==> config.mk <==
export PLATFORM = sky130hd
export DESIGN_NAME = subleq_loader_flat
export DESIGN_NICKNAME = d
export VERILOG_FILES = /design/src/rtl/subleq_loader_if.sv /design/src/rtl/subleq_loader.sv /design/src/flat_wrapper.sv
export SDC_FILE = /design/constraint.sdc
export NUM_CORES = 1
export LEC_CHECK = 0
export ABC_AREA = 1
export BUFFER_PORTS_ARGS = -buffer_cell sky130_fd_sc_hd__buf_2
export CORE_MARGIN = 2
export CORE_UTILIZATION = 41
export DETAILED_ROUTE_END_ITERATION = 16
export MAX_ROUTING_LAYER = met4
export PLACE_DENSITY = 0.58
export REMOVE_ABC_BUFFERS = 1
export SYNTH_ARGS = -nofsm -noshare
export SYNTH_HDL_FRONTEND = slang
export SYNTH_SLANG_ARGS = --single-unit
==> constraint.sdc <==
create_clock -name clk -period 4 [get_ports clk]
set_input_delay 1 -clock clk [delete_from_list [all_inputs] [get_ports clk]]
set_output_delay 1 -clock clk [all_outputs]
set_load 0.05 [all_outputs]
==> src/rtl/subleq_loader_if.sv <==
// -----------------------------------------------------------------------------
// subleq_loader_if
// Groups the boot-loader byte stream handshake and the memory write port.
//   in_valid  : stream source has a byte on in_byte
//   in_ready  : loader accepts a byte this cycle
//   in_byte   : stream byte
//   mem_we    : one-cycle memory write strobe
//   mem_addr  : write address
//   mem_wdata : write data
// modport master : stream source / memory sink side (testbench, upstream logic)
// modport slave  : the loader itself
// -----------------------------------------------------------------------------
interface subleq_loader_if #(
    parameter int WORD_SIZE = 16
);
    logic                 in_valid;
    logic                 in_ready;
    logic [7:0]           in_byte;
    logic                 mem_we;
    logic [WORD_SIZE-1:0] mem_addr;
    logic [WORD_SIZE-1:0] mem_wdata;

    modport master (
        output in_valid,
        output in_byte,
        input  in_ready,
        input  mem_we,
        input  mem_addr,
        input  mem_wdata
    );

    modport slave (
        input  in_valid,
        input  in_byte,
        output in_ready,
        output mem_we,
        output mem_addr,
        output mem_wdata
    );
endinterface

==> src/rtl/subleq_loader.sv <==
// -----------------------------------------------------------------------------
// subleq_loader
// Boot-time program loader. Receives a byte stream made of a length header
// followed by little-endian words, assembles WORD_SIZE-bit words and writes
// them to memory addresses 0,1,2,... The CPU is held in reset until the whole
// image is written; an oversize header aborts the load and latches error.
//
// Ports
//   clk          : system clock, rising edge
//   areset       : synchronous active-low reset
//   bus          : subleq_loader_if.slave (byte stream in, memory write out)
//   cpu_run      : 1 once the image is loaded (CPU released)
//   error        : 1 when the header count exceeds MEM_DEPTH
//   words_loaded : number of words written so far
// -----------------------------------------------------------------------------

// Protocol invariants of the loader outputs, kept apart from the datapath.
module subleq_loader_chk (
    input logic clk,
    input logic areset,
    input logic cpu_run,
    input logic error,
    input logic mem_we,
    input logic in_ready
);
    // Done and error are mutually exclusive terminal states.
    a_run_err_excl: assert property (@(posedge clk) disable iff (!areset)
        !(cpu_run && error));

    // No byte can be taken while a word is being written.
    a_no_ready_in_write: assert property (@(posedge clk) disable iff (!areset)
        mem_we |-> !in_ready);

    // The write strobe never lasts more than one cycle.
    a_we_single_cycle: assert property (@(posedge clk) disable iff (!areset)
        mem_we |=> !mem_we);
endmodule

module subleq_loader #(
    parameter int WORD_SIZE = 16,
    parameter int MEM_DEPTH = 65536
) (
    input  logic                 clk,
    input  logic                 areset,
    subleq_loader_if.slave       bus,
    output logic                 cpu_run,
    output logic                 error,
    output logic [WORD_SIZE-1:0] words_loaded
);
    localparam int B   = WORD_SIZE / 8;
    localparam int BCW = (B > 1) ? $clog2(B) : 1;
    // Counts are one bit wider than a word so a full-memory image is legal.
    localparam int CW  = WORD_SIZE + 1;

    localparam logic [BCW-1:0] LAST_BYTE_C = BCW'(B - 1);
    localparam logic [CW-1:0]  MEM_DEPTH_C = CW'(MEM_DEPTH);

    typedef enum logic [2:0] {
        ST_HDR   = 3'd0,
        ST_DATA  = 3'd1,
        ST_WRITE = 3'd2,
        ST_DONE  = 3'd3,
        ST_ERR   = 3'd4
    } state_t;

    state_t               state_q,     state_d;
    logic [BCW-1:0]       byte_cnt_q,  byte_cnt_d;
    logic [WORD_SIZE-1:0] word_q,      word_d;
    logic [CW-1:0]        n_q,         n_d;
    logic [CW-1:0]        words_q,     words_d;
    logic [WORD_SIZE-1:0] mem_addr_q,  mem_addr_d;
    logic [WORD_SIZE-1:0] mem_wdata_q, mem_wdata_d;
    logic                 in_ready_q,  in_ready_d;
    logic                 mem_we_q,    mem_we_d;
    logic                 cpu_run_q,   cpu_run_d;
    logic                 error_q,     error_d;

    logic                 accept_s;
    logic                 last_byte_s;
    logic [BCW-1:0]       next_cnt_s;
    logic [WORD_SIZE-1:0] asm_s;
    logic [CW-1:0]        words_inc_s;

    // Byte handshake and assembly of the current byte into the word in progress.
    always_comb begin
        accept_s    = bus.in_valid && in_ready_q;
        last_byte_s = (byte_cnt_q == LAST_BYTE_C);
        if (last_byte_s) begin
            next_cnt_s = {BCW{1'b0}};
        end else begin
            next_cnt_s = byte_cnt_q + BCW'(1);
        end
        // Bytes arrive LSB first: byte k of a word lands in bits [8k+7:8k].
        asm_s = word_q;
        for (int i = 0; i < B; i++) begin
            if (byte_cnt_q == BCW'(i)) begin
                asm_s[8*i +: 8] = bus.in_byte;
            end else begin
                asm_s[8*i +: 8] = word_q[8*i +: 8];
            end
        end
        words_inc_s = words_q + CW'(1);
    end

    // Next-state and datapath update of the load FSM, plus registered outputs.
    always_comb begin
        state_d     = state_q;
        byte_cnt_d  = byte_cnt_q;
        word_d      = word_q;
        n_d         = n_q;
        words_d     = words_q;
        mem_addr_d  = mem_addr_q;
        mem_wdata_d = mem_wdata_q;

        case (state_q)
            ST_HDR: begin
                if (accept_s) begin
                    byte_cnt_d = next_cnt_s;
                    if (last_byte_s) begin
                        word_d = {WORD_SIZE{1'b0}};
                        n_d    = {1'b0, asm_s};
                        if (asm_s == {WORD_SIZE{1'b0}}) begin
                            state_d = ST_DONE;
                        end else if ({1'b0, asm_s} > MEM_DEPTH_C) begin
                            state_d = ST_ERR;
                        end else begin
                            state_d = ST_DATA;
                        end
                    end else begin
                        word_d = asm_s;
                    end
                end else begin
                    // in_valid low: partial header and byte count are held.
                    state_d = ST_HDR;
                end
            end
            ST_DATA: begin
                if (accept_s) begin
                    byte_cnt_d = next_cnt_s;
                    if (last_byte_s) begin
                        word_d      = {WORD_SIZE{1'b0}};
                        mem_wdata_d = asm_s;
                        mem_addr_d  = words_q[WORD_SIZE-1:0];
                        state_d     = ST_WRITE;
                    end else begin
                        word_d = asm_s;
                    end
                end else begin
                    state_d = ST_DATA;
                end
            end
            ST_WRITE: begin
                words_d = words_inc_s;
                if (words_inc_s == n_q) begin
                    state_d = ST_DONE;
                end else begin
                    state_d = ST_DATA;
                end
            end
            ST_DONE: begin
                state_d = ST_DONE;
            end
            ST_ERR: begin
                state_d = ST_ERR;
            end
            default: begin
                // Unreachable encoding: restart the load from the header.
                state_d    = ST_HDR;
                byte_cnt_d = {BCW{1'b0}};
                word_d     = {WORD_SIZE{1'b0}};
                words_d    = {CW{1'b0}};
            end
        endcase

        // Outputs are registered from the next state so they align with state_q.
        in_ready_d = (state_d == ST_HDR) || (state_d == ST_DATA);
        mem_we_d   = (state_d == ST_WRITE);
        cpu_run_d  = (state_d == ST_DONE);
        error_d    = (state_d == ST_ERR);
    end

    // State and output registers with synchronous active-low reset.
    always_ff @(posedge clk) begin
        if (!areset) begin
            state_q     <= ST_HDR;
            byte_cnt_q  <= {BCW{1'b0}};
            word_q      <= {WORD_SIZE{1'b0}};
            n_q         <= {CW{1'b0}};
            words_q     <= {CW{1'b0}};
            mem_addr_q  <= {WORD_SIZE{1'b0}};
            mem_wdata_q <= {WORD_SIZE{1'b0}};
            in_ready_q  <= 1'b0;
            mem_we_q    <= 1'b0;
            cpu_run_q   <= 1'b0;
            error_q     <= 1'b0;
        end else begin
            state_q     <= state_d;
            byte_cnt_q  <= byte_cnt_d;
            word_q      <= word_d;
            n_q         <= n_d;
            words_q     <= words_d;
            mem_addr_q  <= mem_addr_d;
            mem_wdata_q <= mem_wdata_d;
            in_ready_q  <= in_ready_d;
            mem_we_q    <= mem_we_d;
            cpu_run_q   <= cpu_run_d;
            error_q     <= error_d;
        end
    end

    assign bus.in_ready  = in_ready_q;
    assign bus.mem_we    = mem_we_q;
    assign bus.mem_addr  = mem_addr_q;
    assign bus.mem_wdata = mem_wdata_q;
    assign cpu_run       = cpu_run_q;
    assign error         = error_q;
    // words_q never exceeds MEM_DEPTH; the top bit only matters for the count compare.
    assign words_loaded  = words_q[WORD_SIZE-1:0];

    subleq_loader_chk u_chk (
        .clk      (clk),
        .areset   (areset),
        .cpu_run  (cpu_run_q),
        .error    (error_q),
        .mem_we   (mem_we_q),
        .in_ready (in_ready_q)
    );
endmodule

==> src/flat_wrapper.sv <==
// flat-port wrapper written by rule: the top's interface ports become plain ports
module subleq_loader_flat 
#(
    parameter int WORD_SIZE = 16,
    parameter int MEM_DEPTH = 65536
)
  (clk, areset, cpu_run, error, words_loaded, bus_in_valid, bus_in_byte, bus_in_ready, bus_mem_we, bus_mem_addr, bus_mem_wdata);
  subleq_loader_if #(.WORD_SIZE(WORD_SIZE)) bus_i ();
  input  logic clk;
  input  logic areset;
  output logic cpu_run;
  output logic error;
  output logic [WORD_SIZE-1:0] words_loaded;
  input wire logic [$bits(bus_i.in_valid)-1:0] bus_in_valid;
  input wire logic [$bits(bus_i.in_byte)-1:0] bus_in_byte;
  output wire logic [$bits(bus_i.in_ready)-1:0] bus_in_ready;
  output wire logic [$bits(bus_i.mem_we)-1:0] bus_mem_we;
  output wire logic [$bits(bus_i.mem_addr)-1:0] bus_mem_addr;
  output wire logic [$bits(bus_i.mem_wdata)-1:0] bus_mem_wdata;
  assign bus_i.in_valid = bus_in_valid;
  assign bus_i.in_byte = bus_in_byte;
  assign bus_in_ready = bus_i.in_ready;
  assign bus_mem_we = bus_i.mem_we;
  assign bus_mem_addr = bus_i.mem_addr;
  assign bus_mem_wdata = bus_i.mem_wdata;
  subleq_loader #(.WORD_SIZE(WORD_SIZE), .MEM_DEPTH(MEM_DEPTH)) u_core (.clk(clk), .areset(areset), .bus(bus_i), .cpu_run(cpu_run), .error(error), .words_loaded(words_loaded));
endmodule
==> results.yml <==
route:
  routed-wl-met2_um: 4690
  drt-total-wl_um: 10300
  drt-pass1-iter-count: 5
  drtIter0Drc: 131
  wl_per_cell_um: 13.7
  num_vias: 3796
  wl_met1_um: 5030
  drc: 0
  antenna_left: 0
  wl_met3_um: 430
  top_layer: "met4"
  vias_per_cell: 5.05
power:
  power_switching_mw: 0.414
  ir_drop_uv: 207
  seq_power_share_pct: 55.3
  pwr-share-clk_pct: 39.5
  swShare_pct: 25.5
  p_int_mw: 1.21
  p_comb_share_pct: 5.2
  p_leak_nw: 1.90
  powerDensity_nw_per_um2: 354
sta:
  drv_slew: 0
  tns_ns: 0
  finClkSkew_ns: 0.00711
  hold_viol: 0
  period_share_pct: 56.0
  max_slew.worst_pin.slew_ns: 0.870
  min_period_ns: 2.24
  slew-limit-headroom_pct: 41.9
  finalSetupViolCount: 0
  hold_slack_ns: 0.434
  max_freq_ghz: 0.446
  rsz0062_at_grt: "no"
clocking:
  cts_setup_buffers: 0
  cts_buffers: 9
  cts_hold_buf: 0
  cts_buffer_depth: 2
  cts.htree.levels: 3
  cts_tree: "done"
  clock_latency_ns: 0.36
  clkSlewWorstSetupHoldPaths_ns: 0.09
  cts_root_buf: "clkbuf_8"
  cts.sinks: 88
  cts-resized-gates: 0
place:
  port_buffers: 62
  dp_hpwl_um: 7230
  placed_area_um2: 4390
  gp_routability_congestion: 0.854
critical_path:
  worst-setup-path-type: "reg -> reg"
  cp_data_arrival_time_ns: 2.46
  cp-start-kind: "register"
  worstReg2RegEnd: "u_core.bus.mem_wdata[2]$_SDFFE_PN0P_"
  r2r-start: "u_core.byte_cnt_q$_SDFFE_PN0P_"
  cp-end-kind: "register"
  reg2reg_depth: 8
  regToRegSetupSlack_ns: 1.76
  required_ns: 4.22
  path_max_fanout: 37
min_path:
  hp-start: "u_core.word_q[13]$_SDFFE_PN0P_"
  min_path_cells: 2
  min_path_type: "reg -> reg"
  whs_endpoint: "u_core.word_q[13]$_SDFFE_PN0P_"
yosys:
  ys_seq_elements: 88
  synth_top_area_share_pct: 43.1
  synth_area_leader_cell: "dfxtp_1"
  synth_cells: 575
  synth_cell_type_count: 31
  yosys_warnings: 0
  syn_avg_cell_area_um2: 7.12
  ys_top_cells_by_area: "dfxtp_1 43%, nand2_1 11%, a21oi_1 8.0%, nand3_1 6.4%, o21ai_0 6.0%"
  syn_area_um2: 4090
  ys_seq_area_share_pct: 43.1
floorplanning:
  fp.dieH_um: 104
  rows: 36
  die_w_um: 104
  initial_utilization_pct: 42.1
  core_area_um2: 9730
  die_area_um2: 10800
  io_pins: 63
global_routing:
  grt_max_degree: 47
  grt_overflow_total: 0
  grt_pass1_vias: 3417
  grt_util_all_layers_pct: 19.5
  grt_pass1_wl_um: 16600
  antenna_found_initial: 0
cells_and_area:
  mostFrequentLayoutCell: "nand2_1"
  syn2layout_area_growth_pct: 12.1
  final_cell_mix: "118 x nand2_1, 88 x dfxtp_1, 65 x a21oi_1, 62 x buf_2, 52 x nand3_1"
  antenna_cells: 0
  num-fill-cells: 1049
  nets: 626
  drive_above_1_share_pct: 17.6
  design_area_um2: 4590
run_status:
  status: "finished clean"
job:
  maxCapViolCount: 0
-- cell usage after synthesis --
| cell type | number |
|---|---|
| nand2_1 | 118 |
| dfxtp_1 | 88 |
| a21oi_1 | 65 |
| nand3_1 | 52 |
| inv_1 | 51 |
| nor2_1 | 50 |
| o21ai_0 | 49 |
| buf_4 | 16 |
| clkbuf_1 | 12 |
| a211oi_1 | 10 |
| buf_2 | 8 |
| inv_2 | 7 |
| nand4_1 | 7 |
| nor3_1 | 7 |
| nand2_2 | 6 |
| nor2_4 | 5 |
| nor2_2 | 4 |
| nand3b_1 | 3 |
| clkinv_1 | 2 |
| nand2_4 | 2 |
| o21ai_2 | 2 |
| xor2_1 | 2 |
| a221oi_1 | 1 |
| buf_1 | 1 |
| ha_1 | 1 |
| nand3_2 | 1 |
| nor3_2 | 1 |
| nor3_4 | 1 |
| o21a_1 | 1 |
| o21bai_1 | 1 |
| xnor2_1 | 1 |
-- per-stage QoR --
step	cells	utilization, %	setup slack (ns)	power (mW)
after CTS	752	47.2	1.75	1.64
after global routing	752	47.2	1.51	1.68
after floorplan	538	-	0.570	0.967
after global placement	736	45.1	1.46	1.00
after detailed placement	736	45.1	1.41	1.00
final	752	47.2	1.76	1.62
-- sequential cells by signal, indices dropped and copies added, names as in the netlist --
name	flops
u_core.words_q	17
u_core.bus.mem_addr	16
u_core.bus.mem_wdata	16
u_core.n_q	16
u_core.word_q	15
u_core.state_q	3
u_core.bus.in_ready	1
u_core.bus.mem_we	1
u_core.byte_cnt_q	1
u_core.cpu_run	1
u_core.error	1
-- routing by layer --
| layer | track usage (%) | vias to the layer above |
|---|---|---|
| li1 | - | 1952 |
| met1 | 25.9 | 1735 |
| met2 | 30.1 | 92 |
| met3 | 2.82 | 17 |
| met4 | 7.53 | 0 |
| met5 | - | - |
-- worst max-delay path by stage --
stage	slack, ns	endpoint	from	depth (start not counted)
2_1_floorplan	0.57	u_core.bus.mem_addr[1]$_SDFFE_PN0P_	bus_in_valid	7
3_3_place_gp	1.46	u_core.cpu_run$_SDFF_PN0_	areset	5
3_5_place_dp	1.41	u_core.cpu_run$_SDFF_PN0_	areset	5
4_1_cts	1.75	u_core.bus.mem_wdata[2]$_SDFFE_PN0P_	u_core.byte_cnt_q$_SDFFE_PN0P_	8
5_1_grt	1.51	u_core.state_q[1]$_SDFF_PN0_	u_core.byte_cnt_q$_SDFFE_PN0P_	10
6_report	1.76	u_core.bus.mem_wdata[2]$_SDFFE_PN0P_	u_core.byte_cnt_q$_SDFFE_PN0P_	8
-- cell families (layout without fill, tap and decap cells) --
family	Yosys count	in the layout	synth area share, %
compound gates	129	129	16.8
xor+xnor	3	3	0.642
fa+ha+maj	1	1	0.306
buf+inv	97	141	10.6
flops	88	88	43.1
simple gates	257	257	28.6
-- layout make-up --
| class | instances | area [um2] | area share [%] |
|---|---|---|---|
| Sequential cell | 88 | 1760 | 38.4 |
| Tap cell | 133 | 166 | 3.63 |
| Clock buffer | 10 | 128 | 2.78 |
| Multi-Input combinational cell | 390 | 1900 | 41.5 |
| Inverter | 60 | 225 | 4.91 |
| Timing Repair Buffer | 65 | 333 | 7.25 |
| Clock inverter | 6 | 72.6 | 1.58 |
-- critical path, cell delays in order (launching register included) --
cell     delay (ns)
dfxtp_1        0.77
inv_2          0.16
nor2_1         0.23
inv_2          0.10
nor3_4         0.13
buf_4          0.34
inv_1          0.20
nand2_1        0.09
a21oi_1        0.06
-- power by group through the flow --
stage	Sequential (mW)	Combinational, mW	Clock (mW)
final	0.897	0.0840	0.641
after global routing	0.899	0.0944	0.691
after CTS	0.897	0.0844	0.656
after detailed placement	0.917	0.0841	0
after global placement	0.917	0.0832	0
after floorplan	0.918	0.0481	0
No activity file was read; power rests on OpenSTA's default activity.
